**src/rtl/cpu_fetch_pkg.sv**
```systemverilog
// Shared fetch-stage types and constants.
// Holds address/instruction widths, reset PC and the prefetch entry struct.
package cpu_fetch_pkg;

    localparam int ADDR_W      = 8;
    localparam int INSTR_W     = 16;
    localparam int INSTR_BYTES = 2;
    localparam logic [ADDR_W-1:0] RESET_PC = 8'h00;

    typedef struct packed {
        logic [ADDR_W-1:0]  pc;
        logic [INSTR_W-1:0] instr;
    } fetch_entry_t;

endpackage

```
**src/rtl/fetch_buf2.sv**
```systemverilog
// Two-entry prefetch FIFO of fetch_entry_t with push/pop/flush.
// Ports: clk, rst_n (async low), push, pop, flush, din, head, count.
module fetch_buf2
    import cpu_fetch_pkg::*;
(
    input  logic         clk,
    input  logic         rst_n,
    input  logic         push,
    input  logic         pop,
    input  logic         flush,
    input  fetch_entry_t din,
    output fetch_entry_t head,
    output logic [1:0]   count
);

    fetch_entry_t e0;
    fetch_entry_t e1;
    logic [1:0]   cnt;
    logic         pop_ok;
    logic         push_ok;

    // Guard against popping empty or pushing into a full buffer.
    assign pop_ok  = pop && (cnt != 2'd0);
    assign push_ok = push && ((cnt != 2'd2) || pop_ok);

    assign head  = e0;
    assign count = cnt;

    always_ff @(posedge clk or negedge rst_n) begin
        if (!rst_n) begin
            cnt <= 2'd0;
            e0  <= '0;
            e1  <= '0;
        end else if (flush) begin
            cnt <= 2'd0;
        end else begin
            unique case ({push_ok, pop_ok})
                2'b10: begin
                    if (cnt == 2'd0) e0 <= din;
                    else             e1 <= din;
                    cnt <= cnt + 2'd1;
                end
                2'b01: begin
                    // Last entry leaving: head keeps its stale value.
                    if (cnt == 2'd2) e0 <= e1;
                    cnt <= cnt - 2'd1;
                end
                2'b11: begin
                    if (cnt == 2'd2) begin
                        e0 <= e1;
                        e1 <= din;
                    end else begin
                        e0 <= din;
                    end
                end
                default: ;
            endcase
        end
    end

endmodule

```
**src/rtl/instr_fetch_unit.sv**
```systemverilog
// Instruction fetch: PC register, memory address drive, 2-deep prefetch.
// Ports: CLK, RESET_N, IADDR/IDATA (imem), STALL_FETCH, REDIRECT(_PC), INSTR* to decode.
module instr_fetch_unit #(
    parameter int ADDR_W = 8,
    parameter int INSTR_W = 16,
    parameter logic [ADDR_W-1:0] RESET_PC = 8'h00
) (
    input  logic               CLK,
    input  logic               RESET_N,
    output logic [ADDR_W-1:0]  IADDR,
    input  logic [INSTR_W-1:0] IDATA,
    input  logic               STALL_FETCH,
    input  logic               REDIRECT,
    input  logic [ADDR_W-1:0]  REDIRECT_PC,
    output logic [INSTR_W-1:0] INSTR,
    output logic [ADDR_W-1:0]  INSTR_PC,
    output logic               INSTR_VALID,
    input  logic               INSTR_READY
);

    import cpu_fetch_pkg::*;

    logic [ADDR_W-1:0] pc_q;
    logic [1:0]        count;
    logic              pop;
    logic              push;
    fetch_entry_t      din;
    fetch_entry_t      head;

    assign IADDR       = pc_q;
    assign INSTR_VALID = (count != 2'd0);
    assign INSTR       = head.instr;
    assign INSTR_PC    = head.pc;

    assign pop  = INSTR_VALID && INSTR_READY;
    assign push = !REDIRECT && !STALL_FETCH
               && ((count != 2'd2) || pop);

    assign din.pc    = pc_q;
    assign din.instr = IDATA;

    fetch_buf2 u_buf (
        .clk   (CLK),
        .rst_n (RESET_N),
        .push  (push),
        .pop   (pop),
        .flush (REDIRECT),
        .din   (din),
        .head  (head),
        .count (count)
    );

    always_ff @(posedge CLK or negedge RESET_N) begin
        if (!RESET_N) begin
            pc_q <= RESET_PC;
        end else if (REDIRECT) begin
            // Targets are halfword aligned; force bit 0 low.
            pc_q <= REDIRECT_PC & ~ADDR_W'(1);
        end else if (push) begin
            pc_q <= pc_q + ADDR_W'(INSTR_BYTES);
        end
    end

endmodule

```
**config.mk**
```make
export PLATFORM = sky130hd
export DESIGN_NAME = instr_fetch_unit
export DESIGN_NICKNAME = d
export VERILOG_FILES = /design/src/rtl/cpu_fetch_pkg.sv /design/src/rtl/fetch_buf2.sv /design/src/rtl/instr_fetch_unit.sv
export SDC_FILE = /design/constraint.sdc
export NUM_CORES = 1
export LEC_CHECK = 0
export CAP_MARGIN = 15
export CORE_MARGIN = 3
export CORE_UTILIZATION = 40
export CTS_BUF_LIST = sky130_fd_sc_hd__clkbuf_16
export DETAILED_ROUTE_END_ITERATION = 10
export GPL_TIMING_DRIVEN = 1
export PLACE_DENSITY = 0.66
export SYNTH_ARGS = -nofsm -noshare
export SYNTH_HDL_FRONTEND = slang
export SYNTH_SLANG_ARGS = --single-unit
```
**constraint.sdc**
```tcl
create_clock -name CLK -period 3.6 [get_ports CLK]
set_input_delay 0.72 -clock CLK [delete_from_list [all_inputs] [get_ports CLK]]
set_output_delay 0.72 -clock CLK [all_outputs]
set_load 0.02 [all_outputs]
```
Yosys cells after proc, flatten, opt, wreduce, memory -nomap -nowiden
Index checks and enable logic that the tools add are counted. Widths: inputs -> output; s select.

Add/sub/neg operators: 3. Multipliers: 0. Div/mod/pow operators: 0. Magnitude comparators: 0. Eq/ne operators: 9. Shifts and indexed selects: 0. Multiplexer cells: 11. Bitwise operators: 1. Reduce and logical (&&, ||, !) cells: 17.

Operators with widths (count): $mux 24 (5); $pmux 24 s3 (1); $pmux 24 s2 (1); $mux 8 (2); $add 8x2->8 const B (1); $reduce_and 4->1 (2); $eq 2x2->1 const B (3); $ne 2x1->1 const B (3); $reduce_bool 2->1 (3); $reduce_bool 3->1 (2); $logic_and 1x1->1 (5); $ne 2x2->1 const B (2); $pmux 2 s2 (1); $add 2x1->2 const B (1); $eq 2x1->1 const B (1); $logic_not 1->1 (2); $logic_not 2->1 (1); $logic_or 1x1->1 (2); $mux 2 (1); $sub 2x1->2 const B (1); $not 1->1 (1).

Flip-flop bits (word level): 58. Bits in latches: 0. Memory bits (writable): 0. Memory bits (read-only): 0. Logic and storage cells: 47. Memories: 0.

Depth between registers and ports, before layout
Gate-level depths: netlist (run 1).

Depth after elaboration: 8. Depth in mapped cells: 6. Depth with buffers taken out: 5.

Modules after synthesis
A second synthesis (run 1) with hierarchy kept.

Cell total of the unflattened synthesis: 202. Area, all modules: 2723.9 um^2.

Modules (own cells, without submodules): fetch_buf2 (instances 1, cells an instance 150, area an instance 2253.4 um^2, sequential area each 1251.2 um^2); instr_fetch_unit (instances 1, cells an instance 52, area an instance 470.5 um^2, sequential area each 175.2 um^2).

Least setup slack after synthesis (run 1)
No wires, ideal clock.

Path type: input -> register. From: input STALL_FETCH. To: register u_buf.e0 (netlist bit u_buf.head[1]). Arrival: 2.028 ns. Data required time: 3.475 ns. Setup slack: 1.447 ns. Stages: 6. Buffers on the path: 2. Cell sequence: buf_2 -> and2b_1 -> a21oi_2 -> buf_6 -> mux2_4 -> mux2_2.

Longest elaborated chain between the ends: 7. Elaborated cells between the ends (all ways): 12. Classes of those cells: eq/ne: 5; mux: 1; reduce/logical: 6.

RTL lines: start: declaration (RTL line instr_fetch_unit.sv:12) `input logic STALL_FETCH,`; $logic_not 1->1 * (RTL line instr_fetch_unit.sv:36) `assign push = !REDIRECT && !STALL_FETCH`; $logic_and 1x1->1 * (RTL line instr_fetch_unit.sv:36); $logic_and 1x1->1 * (RTL line instr_fetch_unit.sv:37) `&& ((count != 2'd2) || pop);`; $logic_and 1x1->1 * (RTL line fetch_buf2.sv:24) `assign push_ok = push && ((cnt != 2'd2) || pop_ok);`; $eq 2x1->1 or $eq 2x2->1 (tied branches) (RTL line fetch_buf2.sv:37) `unique case ({push_ok, pop_ok})`; $ne 2x1->1 (no line) or $reduce_bool 3->1 (tied branches); $reduce_and 4->1 (no line); end signal: assignment (RTL line fetch_buf2.sv:39) `if (cnt == 2'd0) e0 <= din;`; end signal: assignment (RTL line fetch_buf2.sv:53) `e0 <= din;`; end: declaration (RTL line fetch_buf2.sv:16) `fetch_entry_t e0;`.

Mark *: on every way between the ends. The rest lies on a longest branch, timed or not. A chain may end at the register's enable or synchronous reset.

Worst setup path in the final report (run 1)
From: input INSTR_READY. To: register u_buf.e0 (netlist bit u_buf.head[19]).

Longest elaborated chain between the ends: 7. Elaborated cells between the ends (all ways): 14. Classes of those cells: eq/ne: 5; mux: 1; reduce/logical: 8.

RTL lines: start: declaration (RTL line instr_fetch_unit.sv:18) `input logic INSTR_READY`; $logic_and 1x1->1 * (RTL line instr_fetch_unit.sv:35) `assign pop = INSTR_VALID && INSTR_READY;`; $logic_or 1x1->1 or $logic_and 1x1->1 (tied branches) (RTL line instr_fetch_unit.sv:37, fetch_buf2.sv:23); $logic_and 1x1->1 or $logic_or 1x1->1 (tied branches) (RTL line instr_fetch_unit.sv:37, fetch_buf2.sv:24); $logic_and 1x1->1 (RTL line fetch_buf2.sv:24); $eq 2x1->1 or $eq 2x2->1 (tied branches) (RTL line fetch_buf2.sv:37); $ne 2x1->1 (no line) or $reduce_bool 3->1 (tied branches); $reduce_and 4->1 (no line).

Marks and branches as above.

==> out/qor.csv, run 1 <==
stage;metric;value;unit
grt;grt_max_degree;32;
worst_setup_path;cp.arrival;2950;ps
clock_tree;post_cts.repair.setup_buffers;0;
timing;fin_ws;836;ps
grt;antenna_found_initial;0;
synth;syn_inst;259;
worst_setup_path;path_delay_family;buffers and inverters;
grt;overflow;0;
timing;fmax;362;MHz
clock_tree;clock_latency;290;ps
clock_tree;cts_buffer_depth;2;
power;finalPower;1.98;mW
synth;syn_nets;289;
synth;ys_ff_latch;56;
worst_setup_path;cp_slowest_cell;clkdlybuf4s50_1;
power;power_density;515;nW/um2
timing;finalHoldViolCount;0;
cells_and_area;antennaDiodeCount;0;
worst_setup_path;cp.depth;6;
worst_setup_path;end_kind;register;
timing;drv_slew;0;
detailed_routing;drc;0;
worst_setup_path;cp-start-kind;primary input;
clock_tree;cts_buffers;5;
cells_and_area;final_util;0.524;
worst_setup_path;cpPeakStageDelay;870;ps
place;buffer_ports.inserted;59;
timing;worstMarginPinSlew;731;ps
timing;clock_skew;3.38;ps
grt;grt_pass1_wl;11.3;mm
synth;ys_seq_area_frac;0.460;
floorplan;die-area;8700;um2
timing;tns;0;ps
cells_and_area;drive_gt1_frac;0.243;
clock_tree;cts_tree;yes;
cells_and_area;mostFrequentLayoutCells;clkdlybuf4s50_1, dfrtp_1, mux2_4, a21oi_1, mux2_2;
detailed_routing;wl_per_cell;16.2;um
worst_setup_path;crit_path_frequent_cell;mux2_2;
worst_setup_path;cp_num_buf_inv;2;
synth;synth_warnings;0;
worst_setup_path;r2r_cells;5;
worst_setup_path;cp_max_fo;16;
worst_setup_path;crit_type;in2reg;
synth;ys_types;42;
timing;setup_viol;0;
cells_and_area;mostFrequentLayoutCell;clkdlybuf4s50_1;
synth;synth_area_per_cell;11.8;um2
detailed_routing;drt-total-wl;6.66;mm
hold_path;holdCritPathClass;in2async;
clock_tree;cts_resized;0;
floorplan;dieWidth;93.3;um
synth;ys.flop_type;dfrtp_1;
detailed_routing;vias;2158;
power;leakagePower;1.66;nW
worst_setup_path;cp.required;3780;ps
grt;grt_usage;0.163;
place;dp_slack;510;ps
clock_tree;ctsHoldBuffers;0;
floorplan;placementRows;31;
run;cap_viol_max_count;0;
cells_and_area;nets;342;
floorplan;chipHeight;93.3;um
timing;slew_headroom;0.512;
floorplan;ios;62;
grt;grt_pass1_vias;2230;
clock_tree;cts_root_buf;clkbuf_16;
cells_and_area;area_growth;26.2;%
place;dpl.hpwl;4.51;mm
place;dp_cells;404;
synth;synth_edf_count;0;
floorplan;start_util;0.416;
detailed_routing;first_pass_iters;4;
worst_setup_path;cp_cell_sequence;clkdlybuf4s50_1 -> o21ai_2 -> a21oi_2 -> buf_4 -> mux2_2 -> mux2_2;
power;ir_worst_vdd;247;uV
cells_and_area;finalNonFillerCells;412;
timing;finalCriticalPeriod;2760;ps
synth;netlist_area;3050;um2
timing;finalCritPeriodShare;0.768;
detailed_routing;drt_iter0_markers;78;
status;outcome;completed;
detailed_routing;routed_via_density;5.24;
clock_tree;path_clk_slew;70;ps
detailed_routing;ant_nets;0;
synth;ys_async_sr_fraction;1.00;
clock_tree;cts_sinks;56;
place;gp_congestion;0.777;
cells_and_area;fill_cells;655;
floorplan;fp.coreArea;7330;um2
clock_tree;htreeDepth;2;
timing;rsz0062_at_grt;no;
[kinds of logic after synthesis]
| logic type | share of synthesized area |
|---|---|
| AOI/OAI and AO/OA | 0.150 |
| buffers and inverters | 0.0476 |
| muxes | 0.232 |
| xor gates and xnor gates | 0.0172 |
| other | 0.00123 |
| and+or+nand+nor | 0.0875 |
| adders and majority gates | 0.00411 |
| DFF | 0.460 |
[layout make-up]
| type | count | area (um2) | area share |
|---|---|---|---|
| Sequential cell | 56 | 1400 | 0.365 |
| Tap cell | 99 | 124 | 0.0322 |
| Inverter | 8 | 30.0 | 0.00781 |
| Timing Repair Buffer | 66 | 638 | 0.166 |
| Multi-Input combinational cell | 175 | 1500 | 0.390 |
| Clock inverter | 3 | 25.0 | 0.00651 |
| Clock buffer | 5 | 125 | 0.0326 |
[through the flow]
| step | area, um2 | hold WS, ps |
|---|---|---|
| finish | 3840 | 430 |
| global route | 3840 | 473 |
| CTS | 3840 | 451 |
| detailed placement | 3690 | 489 |
| global placement | 3690 | 482 |
| floorplan | 3050 | 424 |
[Yosys cell counts, types with 4 or more instances]
cell type | n | share of area
and4b_1 | 7 | 0.023
o221ai_1 | 4 | 0.011
buf_2 | 4 | 0.0066
o22ai_1 | 4 | 0.0082
clkbuf_1 | 9 | 0.011
o21ai_0 | 21 | 0.034
inv_1 | 7 | 0.0086
mux2_4 | 30 | 0.15
a21o_1 | 4 | 0.0099
dfrtp_1 | 56 | 0.46
nand2b_1 | 5 | 0.010
o22a_1 | 7 | 0.020
nand2_1 | 8 | 0.0099
xnor2_1 | 6 | 0.017
a21oi_1 | 26 | 0.043
mux2_2 | 22 | 0.081
[worst paths after layout]
| check | start | endpoint | slack, ps |
|---|---|---|---|
| hold / removal | RESET_N | u_buf.e1[18] | 430 |
| setup reg to reg | u_buf.count[1] | u_buf.head[22] | 1040 |
| hold reg to reg | u_buf.head[16] | u_buf.head[16] | 510 |
| max in group asynchronous | RESET_N | u_buf.head[20] | 2330 |
| setup / recovery | INSTR_READY | u_buf.head[19] | 840 |
| min in group CLK | u_buf.head[16] | u_buf.head[16] | 510 |
[layer usage]
metal / vias to the layer above / routed length (um) / GRT usage
met3: 8 / 296 / 0.0330
met1: 1051 / 3130 / 0.227
met2: 51 / 3140 / 0.251
met4: 0 / 97 / 0.0562
li1: 1048 / - / -
met5: - / 0 / 0
[where the power goes]
part / total (mW) / internal, mW / switching (mW)
Combinational: 0.594 / 0.352 / 0.242
Sequential: 0.886 / 0.778 / 0.108
Clock: 0.500 / 0.264 / 0.237
Total: 1.98 / 1.39 / 0.587
[sequential cells by signal, summed over array words and instances, names as in the netlist]
register,count
u_buf.count,2
u_buf.e1,23
u_buf.head,24
IADDR,7
No activity file was read; power rests on OpenSTA's default activity.
==> inputs of run 2 (changes only) <==
- clock period: 3.6 -> 2.58 ns (I/O delays scaled with it)
==> run 2 against run 1 <==
Clock skew grew 1.3 ps. Clock power increased by 41%. Critical path depth decreased by 4. Die area is the same. Global-route usage rose by 0.23 points. Wire length about the same. First-iteration DRC count increased by 41%. Critical path type is now reg2out.
==> out/qor.csv, run 2 (synthesis results as in run 1) <==
stage;metric;value;unit;change
status;outcome;completed;;
place;placed_cell_area;3810;um2;+3.0%
worst_setup_path;regToRegStartpoint;u_buf.count[0];;
worst_setup_path;cp_cell_sequence;or2_2 -> clkdlybuf4s50_1;;
timing;drv_slew;0;;unchanged
power;pwr-share-seq;0.444;;-0.003
cells_and_area;antennaDiodeCount;0;;unchanged
clock_tree;cts_tree;yes;;
power;swShare;0.296;;about the same
timing;tns;0;ps;unchanged
power;power_density;703;nW/um2;+36%
place;buffer_ports.inserted;59;;unchanged
clock_tree;cts_root_buf;clkbuf_16;;
detailed_routing;drt-total-wl;6.66;mm;about the same
worst_setup_path;cp.required;2060;ps;-1720 ps
detailed_routing;wl_per_cell;15.8;um;-2.4%
run;cap_viol_max_count;0;;unchanged
floorplan;chipHeight;93.3;um;unchanged
cells_and_area;mostFrequentLayoutCells;clkdlybuf4s50_1, dfrtp_1, mux2_4, a21oi_1, mux2_2;;
grt;antenna_found_initial;0;;unchanged
worst_setup_path;cp.arrival;1810;ps;-1140 ps
floorplan;fp.coreArea;7330;um2;unchanged
worst_setup_path;cp-start-kind;register;;
hold_path;holdCritPathClass;in2async;;
timing;worstMarginPinSlew;592;ps;-139 ps
cells_and_area;design_area;3960;um2;+3.0%
place;dpl.hpwl;4.63;mm;+2.7%
cells_and_area;largest_reg_flops;24;;unchanged
detailed_routing;routed_via_density;5.30;;+1.1%
timing;finalHoldViolCount;0;;unchanged
clock_tree;clock_latency;300;ps;about the same
worst_setup_path;r2r_cells;5;;unchanged
timing;finalCritPeriodShare;0.900;;
worst_setup_path;cp_max_fo;17;;+1
detailed_routing;drc;0;;unchanged
detailed_routing;m1WireLength;3.25;mm;+4.0%
floorplan;placementRows;31;;unchanged
detailed_routing;top_layer;met4;;
timing;slew_headroom;0.605;;+0.0935
detailed_routing;wl_met2;3.02;mm;-3.9%
worst_setup_path;crit_type;reg2out;;
detailed_routing;first_pass_iters;4;;unchanged
grt;overflow;0;;unchanged
power;p_sw;0.824;mW;+40%
grt;grt_pass1_vias;2317;;+3.9%
place;gp_congestion;0.824;;+5.9%
power;ir_worst_vdd;428;uV;+73%
cells_and_area;nets;352;;+2.9%
clock_tree;htreeDepth;2;;unchanged
clock_tree;cts_resized;0;;unchanged
detailed_routing;vias;2235;;+3.6%
clock_tree;cts_sinks;56;;unchanged
floorplan;dieWidth;93.3;um;unchanged
timing;finalCriticalPeriod;2320;ps;
grt;grt_usage;0.165;;+0.00228
clock_tree;path_clk_slew;70;ps;about the same
worst_setup_path;r2r_slack;620;ps;-420 ps
worst_setup_path;end_kind;output port;;
timing;rsz0062_at_grt;no;;
power;clkPwrFrac;0.253;;about the same
detailed_routing;met3_length;285;um;-3.7%
clock_tree;cts_buffer_depth;2;;unchanged
cells_and_area;fill_cells;630;;-3.8%
worst_setup_path;regToRegEndpoint;u_buf.head[19];;
power;leakagePower;1.73;nW;+3.7%
floorplan;start_util;0.416;;unchanged
worst_setup_path;cpPeakStageDelay;570;ps;-300 ps
grt;grt_pass1_wl;11.3;mm;+0.61%
power;p_int;1.96;mW;+41%
floorplan;die-area;8700;um2;unchanged
cells_and_area;area_growth;29.9;%;
grt;grt_max_degree;34;;+6.3%
clock_tree;post_cts.repair.setup_buffers;0;;unchanged
clock_tree;ctsHoldBuffers;0;;unchanged
detailed_routing;drt_iter0_markers;110;;+41%
worst_setup_path;cp_slowest_cell;dfrtp_1;;
place;dp_slack;171;ps;-339 ps
clock_tree;cts_buffers;5;;unchanged
floorplan;ios;62;;unchanged
cells_and_area;drive_gt1_frac;0.266;;+0.0234
timing;fin_ws;257;ps;-579 ps
timing;clock_skew;4.63;ps;+1.25 ps
timing;setup_viol;0;;unchanged
cells_and_area;mostFrequentLayoutCell;clkdlybuf4s50_1;;
detailed_routing;ant_nets;0;;unchanged
power;combPwrFrac;0.303;;+0.003
timing;fmax;431;MHz;
[run 2: cell types whose count changed in the layout (fill, tap and decap cells not counted)]
cell | before | now
buf_4 | 7 | 14
buf_12 | 0 | 3
inv_6 | 2 | 0
clkinv_4 | 0 | 1
inv_8 | 0 | 1
[run 2: layer usage]
layer,vias to the layer above,global-route usage
met3,8,0.0370
met2,58,0.254
met4,0,0.0611
met1,1102,0.227
li1,1067,-
met5,-,0
[run 2: worst max path at each step]
stage / start / to / slack, ps / cells past startpoint
global placement: STALL_FETCH / u_buf.head[19] / 180 / 7
floorplan: STALL_FETCH / u_buf.head[1] / 630 / 6
CTS: u_buf.count[0] / INSTR_VALID / 240 / 2
finish: u_buf.count[0] / INSTR_VALID / 260 / 2
global route: u_buf.count[0] / INSTR_VALID / 180 / 2
detailed placement: STALL_FETCH / u_buf.head[1] / 170 / 7
[run 2: layout make-up]
cell class | count | area, um2 | share of cell area
inverter | 8 | 30.0 | 0.00759
multi-input combinational | 175 | 1500 | 0.379
clock buffer | 5 | 125 | 0.0316
tap | 99 | 124 | 0.0313
timing repair buffer | 76 | 751 | 0.190
clock inverter | 3 | 27.5 | 0.00695
sequential | 56 | 1400 | 0.354
[run 2: worst max-delay path, delay by kind of cell, from the launching register on]
kind / cells / cell delay (ps)
simple gates: 1 / 400
buf+inv: 1 / 540
flops: 1 / 570
[run 2: power by group through the flow]
| stage | Clock (mW) | Sequential [mW] | Combinational, mW |
|---|---|---|---|
| 5_1_grt | 0.764 | 1.27 | 0.910 |
| 4_1_cts | 0.726 | 1.24 | 0.854 |
| 3_5_place_dp | 0 | 1.25 | 0.850 |
| 6_report | 0.705 | 1.24 | 0.843 |
| 2_1_floorplan | 0 | 1.32 | 0.415 |
| 3_3_place_gp | 0 | 1.24 | 0.836 |
[run 2: per-stage QoR]
stage          hold slack (ps)  std cells  power, mW  utilization
2_1_floorplan              220        259       1.74            -
3_3_place_gp               483        414       2.08        0.519
3_5_place_dp               496        414       2.10        0.519
4_1_cts                    235        422       2.82        0.540
5_1_grt                    252        422       2.94        0.540
6_report                   216        422       2.78        0.540
